--- src/rtl/fetch_seq.sv ---
// Instruction fetch sequencer: walks a word-indexed ROM from RESET_PC, issuing one
// registered instruction per cycle, with stall hold, branch redirect and halt.
module fetch_seq #(
  parameter int unsigned DEPTH    = 4,
  parameter logic [31:0] RESET_PC = 32'd0
) (
  input  logic        clk,
  input  logic        rst,
  output logic [31:0] mem_addr,
  input  logic [31:0] mem_data,
  input  logic        stall,
  input  logic        br_taken,
  input  logic [31:0] br_target,
  output logic [31:0] inst_out,
  output logic [31:0] pc_out,
  output logic        inst_valid,
  output logic        halted,
  output logic [15:0] fetch_count
);

  localparam logic [1:0] BOOT = 2'd0;
  localparam logic [1:0] RUN  = 2'd1;
  localparam logic [1:0] HALT = 2'd2;

  localparam logic [31:0] DEPTH_W = 32'(DEPTH);

  logic [1:0]  state_q, state_d;
  logic [31:0] pc_q, pc_d;
  logic [31:0] inst_q, inst_d;
  logic [31:0] pc_out_q, pc_out_d;
  logic        vld_q, vld_d;
  logic        halted_q, halted_d;
  logic [15:0] cnt_q, cnt_d;

  function automatic logic [15:0] sat_inc(input logic [15:0] v);
    return (v == 16'hFFFF) ? v : v + 16'd1;
  endfunction

  always_comb begin
    state_d  = state_q;
    pc_d     = pc_q;
    inst_d   = inst_q;
    pc_out_d = pc_out_q;
    vld_d    = vld_q;
    cnt_d    = cnt_q;
    case (state_q)
      BOOT: begin
        vld_d   = 1'b0;
        state_d = (RESET_PC >= DEPTH_W) ? HALT : RUN;
      end
      RUN: begin
        // Redirect outranks both stall and the end-of-ROM halt check.
        if (br_taken) begin
          vld_d   = 1'b0;
          pc_d    = br_target;
          state_d = (br_target >= DEPTH_W) ? HALT : RUN;
        end else if (pc_q >= DEPTH_W) begin
          vld_d   = 1'b0;
          state_d = HALT;
        end else if (!stall) begin
          inst_d   = mem_data;
          pc_out_d = pc_q;
          vld_d    = 1'b1;
          pc_d     = pc_q + 32'd1;
          cnt_d    = sat_inc(cnt_q);
        end
      end
      HALT: begin
        vld_d = 1'b0;
        if (br_taken) begin
          pc_d    = br_target;
          state_d = (br_target >= DEPTH_W) ? HALT : RUN;
        end
      end
      default: begin
        vld_d   = 1'b0;
        state_d = BOOT;
      end
    endcase
    halted_d = (state_d == HALT);
  end

  always_ff @(posedge clk) begin
    if (rst) begin
      state_q  <= BOOT;
      pc_q     <= RESET_PC;
      inst_q   <= 32'd0;
      pc_out_q <= 32'd0;
      vld_q    <= 1'b0;
      halted_q <= 1'b0;
      cnt_q    <= 16'd0;
    end else begin
      state_q  <= state_d;
      pc_q     <= pc_d;
      inst_q   <= inst_d;
      pc_out_q <= pc_out_d;
      vld_q    <= vld_d;
      halted_q <= halted_d;
      cnt_q    <= cnt_d;
    end
  end

  assign mem_addr    = pc_q;
  assign inst_out    = inst_q;
  assign pc_out      = pc_out_q;
  assign inst_valid  = vld_q;
  assign halted      = halted_q;
  assign fetch_count = cnt_q;

endmodule

--- config.mk ---
export PLATFORM = sky130hd
export DESIGN_NAME = fetch_seq
export DESIGN_NICKNAME = d
export VERILOG_FILES = /design/src/rtl/fetch_seq.sv
export SDC_FILE = /design/constraint.sdc
export NUM_CORES = 1
export LEC_CHECK = 0
export ABC_CLOCK_PERIOD_IN_PS = 2850
export BUFFER_PORTS_ARGS = -buffer_cell sky130_fd_sc_hd__buf_2
export CAP_MARGIN = 10
export CELL_PAD_IN_SITES_DETAIL_PLACEMENT = 2
export CELL_PAD_IN_SITES_GLOBAL_PLACEMENT = 2
export CORE_MARGIN = 2
export CORE_UTILIZATION = 28
export CTS_BUF_LIST = sky130_fd_sc_hd__clkbuf_8
export CTS_CLUSTER_SIZE = 8
export DETAILED_ROUTE_END_ITERATION = 16
export MAX_ROUTING_LAYER = met4
export PLACE_DENSITY = 0.92
export SLEW_MARGIN = 40
export SYNTH_ARGS = -nofsm -noshare
export SYNTH_HDL_FRONTEND = slang
export SYNTH_SLANG_ARGS = --single-unit
--- constraint.sdc ---
create_clock -name clk -period 2.85 [get_ports clk]
set_input_delay 0.1425 -clock clk [delete_from_list [all_inputs] [get_ports clk]]
set_output_delay 0.1425 -clock clk [all_outputs]
set_load 0.005 [all_outputs]
==> results of run 1 <==
-- repair_timing --
item,in CTS,in global routing
pin swaps,1,1
hold endpoints to repair,47,0
buffers inserted,1,2
hold buffers,47,0
endpoints found under the setup margin,7,1
-- critical path: cells and delay by family, from the launching register on --
| kind | cells | cell delay (ns) |
|---|---|---|
| AND/OR/NAND/NOR | 4 | 1.93 |
| flip-flops | 1 | 0.37 |
| buffers and inverters | 1 | 0.22 |
| AO/OA/AOI/OAI | 1 | 0.16 |
-- registers in the layout, indices dropped and copies added (netlist names) --
name and count:
inst_out 32, mem_addr 32, pc_out 32, fetch_count 16
state_q 2, halted 1, inst_valid 1
-- worst min-delay path by stage --
stage	slack (ns)	to	from
2_1_floorplan	0.28	inst_out[0]	mem_data[0]
3_3_place_gp	0.39	inst_out[16]	mem_data[16]
3_5_place_dp	0.39	inst_out[16]	mem_data[16]
4_1_cts	0.02	mem_addr[9]	br_target[9]
5_1_grt	0.05	mem_addr[9]	br_target[9]
6_report	0.04	mem_addr[9]	br_target[9]
-- cell families (layout without fill, tap and decap cells) --
kind of cell | Yosys count | count (layout) | share of synthesized area
XOR/XNOR | 1 | 1 | 0.001887
adder cells (fa/ha/maj) | 3 | 3 | 0.008087
other | 0 | 1 | 0
AND/OR/NAND/NOR | 255 | 255 | 0.2736
AO/OA/AOI/OAI | 124 | 124 | 0.1658
flip-flops | 116 | 116 | 0.5003
multiplexers | 5 | 5 | 0.01213
buffers and inverters | 45 | 285 | 0.03827
-- final cells by class --
class,count,area [µm²]
Fill cell,1866,9692
Sequential cell,116,2322
Multi-Input combinational cell,388,2157
Timing Repair Buffer,247,1519
Tap cell,220,275.3
Clock buffer,17,234.0
Clock inverter,15,182.7
Inverter,6,22.52
Antenna cell,1,2.502
-- where the power goes --
part	switching (mW)	total [mW]	internal, mW
clock network	0.768	1.64	0.872
logic	0.785	1.26	0.474
registers	0.182	1.94	1.76
-- cell usage after synthesis, types with 7 or more instances --
cell type	count	area share
sky130_fd_sc_hd__a21oi_1	65	0.070
sky130_fd_sc_hd__a22oi_1	8	0.013
sky130_fd_sc_hd__and3_1	33	0.044
sky130_fd_sc_hd__clkbuf_1	34	0.027
sky130_fd_sc_hd__dfxtp_1	116	0.50
sky130_fd_sc_hd__nand2_1	113	0.091
sky130_fd_sc_hd__nand3_1	17	0.018
sky130_fd_sc_hd__nand4_1	11	0.015
sky130_fd_sc_hd__nor2_1	19	0.015
sky130_fd_sc_hd__nor2b_1	7	0.0094
sky130_fd_sc_hd__nor3_1	8	0.0086
sky130_fd_sc_hd__nor4_1	18	0.024
sky130_fd_sc_hd__o21ai_0	14	0.015
sky130_fd_sc_hd__o31ai_1	8	0.013
sky130_fd_sc_hd__or4_1	11	0.018
-- placed cells by master (no fill, tap or decap), types with 17 or more instances in the layout --
cell type	count
sky130_fd_sc_hd__dfxtp_1	116
sky130_fd_sc_hd__nor2_1	19
sky130_fd_sc_hd__nand2_1	113
sky130_fd_sc_hd__clkbuf_8	17
sky130_fd_sc_hd__nand3_1	17
sky130_fd_sc_hd__dlygate4sd3_1	47
sky130_fd_sc_hd__nor4_1	17
sky130_fd_sc_hd__a21oi_1	65
sky130_fd_sc_hd__buf_2	181
sky130_fd_sc_hd__and3_1	33
sky130_fd_sc_hd__buf_4	19
-- per-layer routing --
metal | vias to the layer above | GRT usage | wire (µm)
met3 | 55 | 0.05441 | 977
met1 | 2625 | 0.2685 | 8484
met5 | - | - | 0
met4 | 0 | 0.1111 | 774
met2 | 178 | 0.4387 | 11250
li1 | 2443 | - | -
==> flow_summary.rst, run 1 <==
.. list-table::
   :header-rows: 1

   * - Metric
     - Value
   * - Maximum cell stage delay along the critical path
     - 0.64 ns
   * - Biggest fanout along the worst timing path
     - 14
   * - Deepest level of the CTS H-tree
     - 4
   * - Remaining Overflow, GRT
     - 0
   * - Fraction of final layout cells sized beyond drive strength 1
     - 0.3080
   * - Slowest cell on the critical path
     - sky130_fd_sc_hd__or4_4
   * - Depth of the worst hold-timing path
     - 3
   * - Nets
     - 847
   * - Power density relative to cell area
     - 720.3 nW/µm²
   * - VDD IR max
     - 0.3169 mV
   * - Slew Limit Fails
     - 0
   * - Worst endpoint required time
     - 3.23 ns
   * - Clock latency at the later pin of the worst-skew pair
     - 0.45 ns
   * - Worst setup EP type
     - register
   * - 1st-pass router iterations
     - 4
   * - Clock root buffer
     - sky130_fd_sc_hd__clkbuf_8
   * - Num rows
     - 47
   * - Cells after Synth
     - 549
   * - Post-Route Skew
     - 0.01242 ns
   * - Number of flops mapped to enable cells by yosys
     - 0
   * - HPWL reported at the end of detailed placement
     - 13190 µm
   * - IO Port Bufs
     - 181
   * - Via density
     - 5.249
   * - Initial core utilization
     - 0.2829
   * - Die W
     - 132.8 µm
   * - Worst path arrival time
     - 3.14 ns
   * - Reported max-cap violation count
     - 0
   * - Register-to-register path setup slack
     - 0.09 ns
   * - Post_cts resized
     - 0
   * - Floorplan die area
     - 17620 µm²
   * - Synth Flop Type
     - sky130_fd_sc_hd__dfxtp_1
   * - Reg2Reg Capture Point
     - fetch_count[11]
   * - Fmax
     - 362.3 MHz
   * - Critical Path, Cell by Cell
     - nor4_1 > nand4_1 > or4_4 > buf_4 > or4_1 > a21oi_1
   * - Timing startpoint of the critical path
     - mem_addr[26]
   * - Post-route DRC violation count
     - 0
   * - Vias in the first global route
     - 5792
   * - Power, Total
     - 4.837 mW
   * - CTS tree
     - built
   * - Global routing usage summed across all routing layers
     - 0.2492
   * - Fraction of the yosys area taken by sequential cells
     - 0.5003
   * - Area after DPL
     - 5803 µm²
   * - Total negative setup slack
     - 0 ns
   * - Minimum period implied by the final worst setup slack
     - 2.760 ns
   * - Worst slack, placed
     - 0.03322 ns
   * - Remaining antenna violation count after routing
     - 0
   * - Worst hold slack
     - 0.04224 ns
   * - Inserted Clock Buffers
     - 17
   * - Non-filler instance count after layout
     - 1010
   * - Buffer depth of the longest clock path
     - 2
   * - Critical Path Source Type
     - register
   * - Critical path capture point
     - fetch_count[11]
   * - Synthesized area
     - 4642 µm²
   * - Async set or reset register ratio after synthesis
     - 0
   * - Tightest Pin Transition
     - 0.6807 ns
   * - Placed Cells incl. Taps
     - 927
   * - Minimum setup slack in the final design
     - 0.08959 ns
   * - Antenna violations before repair
     - 1
   * - Yosys synthesis warning count
     - 0
   * - Cell leakage power
     - 2.994 nW
   * - Crit path kind
     - register to register
   * - Vias after detailed routing
     - 5301
   * - Share of the core filled with cells in the final layout
     - 0.4093
   * - Flip-flop and latch count after synthesis
     - 116
   * - Height of the chip
     - 132.8 µm
   * - Relative max-transition margin
     - 0.5420
   * - Final worst-path cycle share
     - 0.9686
   * - Boundary Pins
     - 182
   * - Critical register-to-register path startpoint
     - mem_addr[26]
   * - Clock transition at path regs
     - 0.08 ns
   * - Run status
     - completed
   * - Largest net degree at the start of global routing
     - 41
   * - Final hold violation count
     - 0
   * - Net count after synthesis
     - 620
   * - Synthesized area per cell
     - 8.455 µm²
   * - Final routed wirelength across all metal layers
     - 21490 µm
   * - Final estimated routing congestion in global placement
     - 0.8283
   * - Starting DRC count in detailed routing
     - 250
   * - Signed area change from the synthesized netlist to the final layout
     - 44.66%
   * - Setup Viol. Count Final
     - 0
   * - Post-Layout Inst Area
     - 6715 µm²
   * - Average wire per standard cell
     - 21.27 µm
   * - Setup repair after global routing missed its margin
     - false
   * - Min-delay worst type
     - input port to register
   * - Number of different library cells in the post-synthesis netlist
     - 47
   * - Core outline area
     - 16410 µm²
   * - Worst-case reg-to-reg path depth
     - 6
   * - Global-route wire length before repair
     - 33050 µm
   * - Clock sink total
     - 116
Power figures use the tool's default switching activity.
==> inputs of run 2 (changes only) <==
SETUP_SLACK_MARGIN = 0.15   (was unset)
==> run 2 against run 1 <==
Net effect:
- non-clock buffer count increased by 2
- fmax increased by 7.9%
- hold slack improved by 0.0084 ns
- sequential share of layout area decreased by 0.19 points
- critical endpoint is now fetch_count[13]
- via count increased by 0.26%
- wire length increased by 0.77%
- utilization increased by 0.23 points
- critical path depth unchanged
- setup slack improved by 0.20 ns
- sequential cell count unchanged
- clock-buffer cell count unchanged
- first-iteration DRC count increased by 11%
==> flow_summary.rst, run 2 (same netlist as run 1, synthesis figures left out) <==
.. list-table::
   :header-rows: 1

   * - Metric
     - Value
   * - Maximum cell stage delay along the critical path
     - 0.61 ns (-0.03 ns)
   * - Setup Viol. Count Final
     - 0 (unchanged)
   * - Final hold violation count
     - 0 (unchanged)
   * - Post-route DRC violation count
     - 0 (unchanged)
   * - Via density
     - 5.252 (about the same)
   * - Vias in the first global route
     - 5796 (+0.069%)
   * - Setup repair after global routing missed its margin
     - false
   * - Vias after detailed routing
     - 5315 (+0.26%)
   * - Cell leakage power
     - 3.007 nW (+0.46%)
   * - VDD IR max
     - 0.3052 mV (-3.7%)
   * - 1st-pass router iterations
     - 6 (+2)
   * - Clock transition at path regs
     - 0.07 ns (about the same)
   * - WL met2
     - 11330 µm (+0.74%)
   * - Fmax
     - 390.9 MHz (+7.9%)
   * - Largest delay contributor family on the critical path
     - simple AND/OR/NAND/NOR gates
   * - Core outline area
     - 16410 µm² (unchanged)
   * - Die W
     - 132.8 µm (unchanged)
   * - Worst-case reg-to-reg path depth
     - 6 (unchanged)
   * - Met3 WL
     - 1095 µm (+12%)
   * - IO Port Bufs
     - 181 (unchanged)
   * - Total negative setup slack
     - 0 ns (unchanged)
   * - Antenna violations before repair
     - 1 (unchanged)
   * - Commonest cells after routing, fill and taps aside
     - sky130_fd_sc_hd__buf_2 (181), sky130_fd_sc_hd__dfxtp_1 (116), sky130_fd_sc_hd__nand2_1 (113)
   * - Crit path kind
     - register to register
   * - Nets
     - 849 (+0.24%)
   * - M1 WL
     - 8430 µm (-0.64%)
   * - Num rows
     - 47 (unchanged)
   * - Clock root buffer
     - sky130_fd_sc_hd__clkbuf_8
   * - Starting DRC count in detailed routing
     - 278 (+11%)
   * - Depth of the worst hold-timing path
     - 3 (unchanged)
   * - Average wire per standard cell
     - 21.40 µm (+0.57%)
   * - Final routed wirelength across all metal layers
     - 21650 µm (+0.77%)
   * - Slew Limit Fails
     - 0 (unchanged)
   * - Hold worst-path end
     - mem_addr[9]
   * - Worst hold slack
     - 0.05060 ns (+0.008355 ns)
   * - Final estimated routing congestion in global placement
     - 0.8283 (unchanged)
   * - Critical register-to-register path startpoint
     - mem_addr[12]
   * - Power density relative to cell area
     - 718.4 nW/µm² (-0.26%)
   * - Height of the chip
     - 132.8 µm (unchanged)
   * - Floorplan die area
     - 17620 µm² (unchanged)
   * - Signed area change from the synthesized netlist to the final layout
     - 45.47%
   * - Remaining Overflow, GRT
     - 0 (unchanged)
   * - Final worst-path cycle share
     - 0.8977 (-0.07087)
   * - Run status
     - completed
   * - Critical Path Source Type
     - register
   * - Global-route wire length before repair
     - 32940 µm (-0.34%)
   * - Worst endpoint required time
     - 3.18 ns (-0.05 ns)
   * - Worst setup EP type
     - register
   * - Reported max-cap violation count
     - 0 (unchanged)
   * - CTS tree
     - built
   * - Reg2Reg Capture Point
     - fetch_count[13]
   * - Tightest Pin Transition
     - 0.6852 ns (+0.004533 ns)
   * - Post-Route Skew
     - 0.01434 ns (+0.001927 ns)
   * - HPWL reported at the end of detailed placement
     - 13190 µm (unchanged)
   * - Fraction of final layout cells sized beyond drive strength 1
     - 0.3148 (+0.006807)
   * - Top sig layer
     - met4
   * - Slowest cell on the critical path
     - sky130_fd_sc_hd__or4_4
   * - Filler instances
     - 1852 (-0.75%)
   * - Min-delay worst type
     - input port to register
   * - Deepest level of the CTS H-tree
     - 4 (unchanged)
   * - Largest net degree at the start of global routing
     - 41 (unchanged)
   * - Critical Path, Cell by Cell
     - nor4_2 > nand4_1 > or4_4 > buf_4 > nor4_1 > mux2_2
   * - Worst path arrival time
     - 2.89 ns (-0.25 ns)
   * - Clock latency at the later pin of the worst-skew pair
     - 0.45 ns (about the same)
   * - Relative max-transition margin
     - 0.5432 (+0.001163)
   * - Clock sink total
     - 116 (unchanged)
   * - Global routing usage summed across all routing layers
     - 0.2490 (-0.0002505)
   * - Boundary Pins
     - 182 (unchanged)
   * - Remaining antenna violation count after routing
     - 0 (unchanged)
   * - Number of buffers and inverters on the critical path
     - 1 (unchanged)
   * - Most common library cell in the layout ignoring fill and taps
     - sky130_fd_sc_hd__buf_2
   * - Register-to-register path setup slack
     - 0.29 ns (+0.20 ns)
   * - Worst hold path startpoint
     - br_target[9]
   * - Share of the core filled with cells in the final layout
     - 0.4116 (+0.002288)
   * - Biggest fanout along the worst timing path
     - 6 (-8)
   * - Minimum period implied by the final worst setup slack
     - 2.558 ns (-0.2020 ns)
   * - Inserted Clock Buffers
     - 17 (unchanged)
   * - Buffer depth of the longest clock path
     - 2 (unchanged)
   * - Initial core utilization
     - 0.2829 (unchanged)
[run 2: worst reg2reg max path, cell delays in order, from the launching register on]
cell and delay [ns]:
sky130_fd_sc_hd__dfxtp_1 0.36, sky130_fd_sc_hd__nor4_2 0.33, sky130_fd_sc_hd__nand4_1 0.26, sky130_fd_sc_hd__or4_4 0.61, sky130_fd_sc_hd__buf_4 0.18, sky130_fd_sc_hd__nor4_1 0.34
sky130_fd_sc_hd__mux2_2 0.37
[run 2: layer usage]
| layer | up-vias | track usage |
|---|---|---|
| met4 | 0 | 0.1183 |
| met2 | 201 | 0.4358 |
| met3 | 57 | 0.05594 |
| li1 | 2445 | - |
| met1 | 2612 | 0.2664 |
| met5 | - | - |
[run 2: metrics by stage]
| step | setup WS (ns) | cells | area [µm²] | power [mW] |
|---|---|---|---|---|
| 6_report | 0.2916 | 1012 | 6753 | 4.851 |
| 2_1_floorplan | 0.5890 | 549 | 4642 | 2.525 |
| 3_3_place_gp | 0.2109 | 927 | 5794 | 2.952 |
| 3_5_place_dp | 0.03322 | 927 | 5803 | 3.026 |
| 4_1_cts | 0.1514 | 1007 | 6704 | 4.766 |
| 5_1_grt | 0.1666 | 1012 | 6753 | 5.086 |
[run 2: cell type report]
cell class | count | area [µm²] | area share
Timing Repair Buffer | 249 | 1531 | 0.2268
Tap cell | 220 | 275.3 | 0.04076
Inverter | 6 | 22.52 | 0.003335
Clock buffer | 17 | 234.0 | 0.03465
Multi-Input combinational cell | 388 | 2182 | 0.3231
Clock inverter | 15 | 182.7 | 0.02705
Sequential cell | 116 | 2322 | 0.3439
Antenna cell | 1 | 2.502 | 0.0003706
[run 2: repair_timing]
item	4_1_cts	5_1_grt
setup endpoints to repair	9	11
hold buffers	47	0
pin swaps	1	2
cloned	0	0
resized for setup	1	3
endpoints found under the hold margin	47	0
buffers inserted	1	4
[run 2: worst max path at each step]
stage,to,startpoint,cells past startpoint,slack (ns)
floorplan,fetch_count[8],mem_addr[8],6,0.59
global placement,fetch_count[11],mem_addr[26],6,0.21
detailed placement,fetch_count[11],mem_addr[26],6,0.03
CTS,fetch_count[11],mem_addr[12],6,0.15
global route,inst_out[6],mem_addr[26],8,0.17
finish,fetch_count[13],mem_addr[12],6,0.29
[run 2: power by group]
| part | total, mW | switching, mW | internal, mW |
|---|---|---|---|
| logic | 1.27 | 0.779 | 0.487 |
| registers | 1.95 | 0.189 | 1.76 |
| clock network | 1.64 | 0.767 | 0.872 |
| total | 4.85 | 1.74 | 3.12 |
==> inputs of run 3 (changes only) <==
CORE_MARGIN = 1.5   (was 2)
==> run 3 against run 2 <==
Net effect:
- sequential cell count did not move
- setup slack worse by 0.11 ns
- first-iteration DRC count is 3.6% higher
- register-to-register slack lost 0.11 ns
- die area shrank 1.5%
- sequential power barely moved
- clock skew is 0.0066 ns higher
- final cell count fell by 1.1%
- wire length up 4.1%
- non-clock buffer count down 7
- cell area decreased by 1.7%
==> flow_summary.rst, run 3 (same netlist as run 1, synthesis figures left out) <==
.. list-table::
   :header-rows: 1

   * - Metric
     - Value
   * - Run status
     - completed
   * - Power density relative to cell area
     - 715.7 nW/µm² (-0.38%)
   * - Top sig layer
     - met4
   * - Signed area change from the synthesized netlist to the final layout
     - 42.94%
   * - Setup repair after global routing missed its margin
     - false
   * - Clock root buffer
     - sky130_fd_sc_hd__clkbuf_8
   * - Remaining antenna violation count after routing
     - 0 (unchanged)
   * - CTS tree
     - built
   * - WL met2
     - 11570 µm (+2.1%)
   * - Die W
     - 131.8 µm (-0.75%)
   * - Clock transition at path regs
     - 0.08 ns (about the same)
   * - Starting DRC count in detailed routing
     - 288 (+3.6%)
   * - Post-route DRC violation count
     - 0 (unchanged)
   * - Final routed wirelength across all metal layers
     - 22550 µm (+4.1%)
   * - Crit path kind
     - register to register
   * - Initial core utilization
     - 0.2891 (+0.006151)
   * - Met3 WL
     - 1055 µm (-3.7%)
   * - Global-route wire length before repair
     - 34240 µm (+4.0%)
   * - Fmax
     - 375.3 MHz (-4.0%)
   * - Core outline area
     - 16060 µm² (-2.1%)
   * - Antenna Diode Count
     - 0 (-1)
   * - Vias after detailed routing
     - 5455 (+2.6%)
   * - Via density
     - 5.450 (+3.8%)
   * - Most common library cell in the layout ignoring fill and taps
     - sky130_fd_sc_hd__buf_2
   * - Cell leakage power
     - 2.943 nW (-2.1%)
   * - Reported max-cap violation count
     - 0 (unchanged)
   * - Clock sink total
     - 116 (unchanged)
   * - Largest net degree at the start of global routing
     - 54 (+32%)
   * - Tightest Pin Transition
     - 0.6875 ns (+0.002253 ns)
   * - Placed Cells incl. Taps
     - 919 (-0.86%)
   * - Deepest level of the CTS H-tree
     - 4 (unchanged)
   * - Worst path arrival time
     - 3.01 ns (+0.12 ns)
   * - IO Port Bufs
     - 181 (unchanged)
   * - Total negative setup slack
     - 0 ns (unchanged)
   * - Critical Path Source Type
     - register
   * - Nets
     - 843 (-0.71%)
   * - Remaining Overflow, GRT
     - 0 (unchanged)
   * - Setup Viol. Count Final
     - 0 (unchanged)
   * - Relative max-transition margin
     - 0.5417 (-0.001502)
   * - Global routing usage summed across all routing layers
     - 0.2607 (+0.01170)
   * - Final worst-path cycle share
     - 0.9348 (+0.03714)
   * - Buffer depth of the longest clock path
     - 2 (unchanged)
   * - Minimum period implied by the final worst setup slack
     - 2.664 ns (+0.1058 ns)
   * - Worst hold slack
     - 0.03194 ns (-0.01866 ns)
   * - Final estimated routing congestion in global placement
     - 0.8557 (+3.3%)
   * - Biggest fanout along the worst timing path
     - 17 (+11)
   * - Inserted Clock Buffers
     - 17 (unchanged)
   * - Final hold violation count
     - 0 (unchanged)
   * - HPWL reported at the end of detailed placement
     - 13700 µm (+3.8%)
   * - Worst endpoint required time
     - 3.19 ns (about the same)
   * - Non-filler instance count after layout
     - 1001 (-1.1%)
   * - Vias in the first global route
     - 5948 (+2.6%)
   * - Antenna violations before repair
     - 0 (-1)
   * - Worst setup EP type
     - register
   * - Clock latency at the later pin of the worst-skew pair
     - 0.44 ns (about the same)
   * - Boundary Pins
     - 182 (unchanged)
   * - Filler instances
     - 1797 (-3.0%)
   * - Slowest cell on the critical path
     - sky130_fd_sc_hd__or4_4
   * - Commonest cells after routing, fill and taps aside
     - sky130_fd_sc_hd__buf_2 (181), sky130_fd_sc_hd__dfxtp_1 (116), sky130_fd_sc_hd__nand2_1 (113)
   * - Floorplan die area
     - 17360 µm² (-1.5%)
   * - Height of the chip
     - 131.8 µm (-0.75%)
   * - Num rows
     - 46 (-2.1%)
   * - Average wire per standard cell
     - 22.52 µm (+5.3%)
   * - Critical Path, Cell by Cell
     - nor4_2 > nand4_1 > or4_4 > or4_1 > a21oi_1
   * - Maximum cell stage delay along the critical path
     - 0.68 ns (+0.07 ns)
   * - VDD IR max
     - 0.2991 mV (-2.0%)
   * - 1st-pass router iterations
     - 5 (-1)
   * - Slew Limit Fails
     - 0 (unchanged)
   * - Post-Route Skew
     - 0.02099 ns (+0.006647 ns)
   * - Fraction of final layout cells sized beyond drive strength 1
     - 0.3083 (-0.006511)
   * - M1 WL
     - 8985 µm (+6.6%)
   * - Min-delay worst type
     - input port to register
run 3: critical path: cells and delay by family (launching register included):
family	cells	cell delay [ns]
AOI/OAI and AO/OA	1	0.25
DFF	1	0.39
and+or+nand+nor	4	1.92
run 3: per-stage QoR:
step | utilization | worst slack, ns | power [mW] | instance area (µm²)
floorplan | - | 0.5890 | 2.525 | 4642
global placement | 0.3587 | 0.3307 | 2.954 | 5759
detailed placement | 0.3587 | 0.1896 | 3.046 | 5759
CTS | 0.4105 | 0.1504 | 4.559 | 6591
global route | 0.4132 | 0.1347 | 4.952 | 6635
finish | 0.4132 | 0.1857 | 4.749 | 6635
run 3: worst paths after layout:
check | from | slack (ns) | depth (start not counted) | to
worst max-delay path | mem_addr[8] | 0.19 | 5 | fetch_count[5]
worst min-delay path | br_target[29] | 0.03 | 3 | mem_addr[29]
worst max register to register | mem_addr[8] | 0.19 | 5 | fetch_count[5]
worst min register to register | inst_out[6] | 0.46 | 2 | inst_out[6]
run 3: what timing repair did:
item / 4_1_cts / 5_1_grt
resized for setup: 0 / 2
pin swaps: 1 / 3
setup endpoints to repair: 2 / 10
endpoints found under the hold margin: 46 / 0
gates cloned: 0 / 1
setup buffers: 0 / 3
hold buffers: 46 / 0
run 3: layout make-up:
class | count | area [µm²] | area share
sequential | 116 | 2322 | 0.3500
inverter | 6 | 22.52 | 0.003394
multi-input combinational | 389 | 2170 | 0.3270
clock buffer | 17 | 234.0 | 0.03526
clock inverter | 15 | 137.6 | 0.02074
tap | 216 | 270.3 | 0.04073
timing repair buffer | 242 | 1479 | 0.2229
run 3: metal layers:
metal / vias up / GRT usage
li1: 2434 / -
met1: 2707 / 0.2850
met2: 246 / 0.4474
met3: 68 / 0.05037
met4: 0 / 0.1414
met5: - / -
run 3: power by group:
part	internal (mW)	switching, mW
Clock	0.692	0.779
Sequential	1.76	0.185
Combinational	0.488	0.848
Total	2.94	1.81
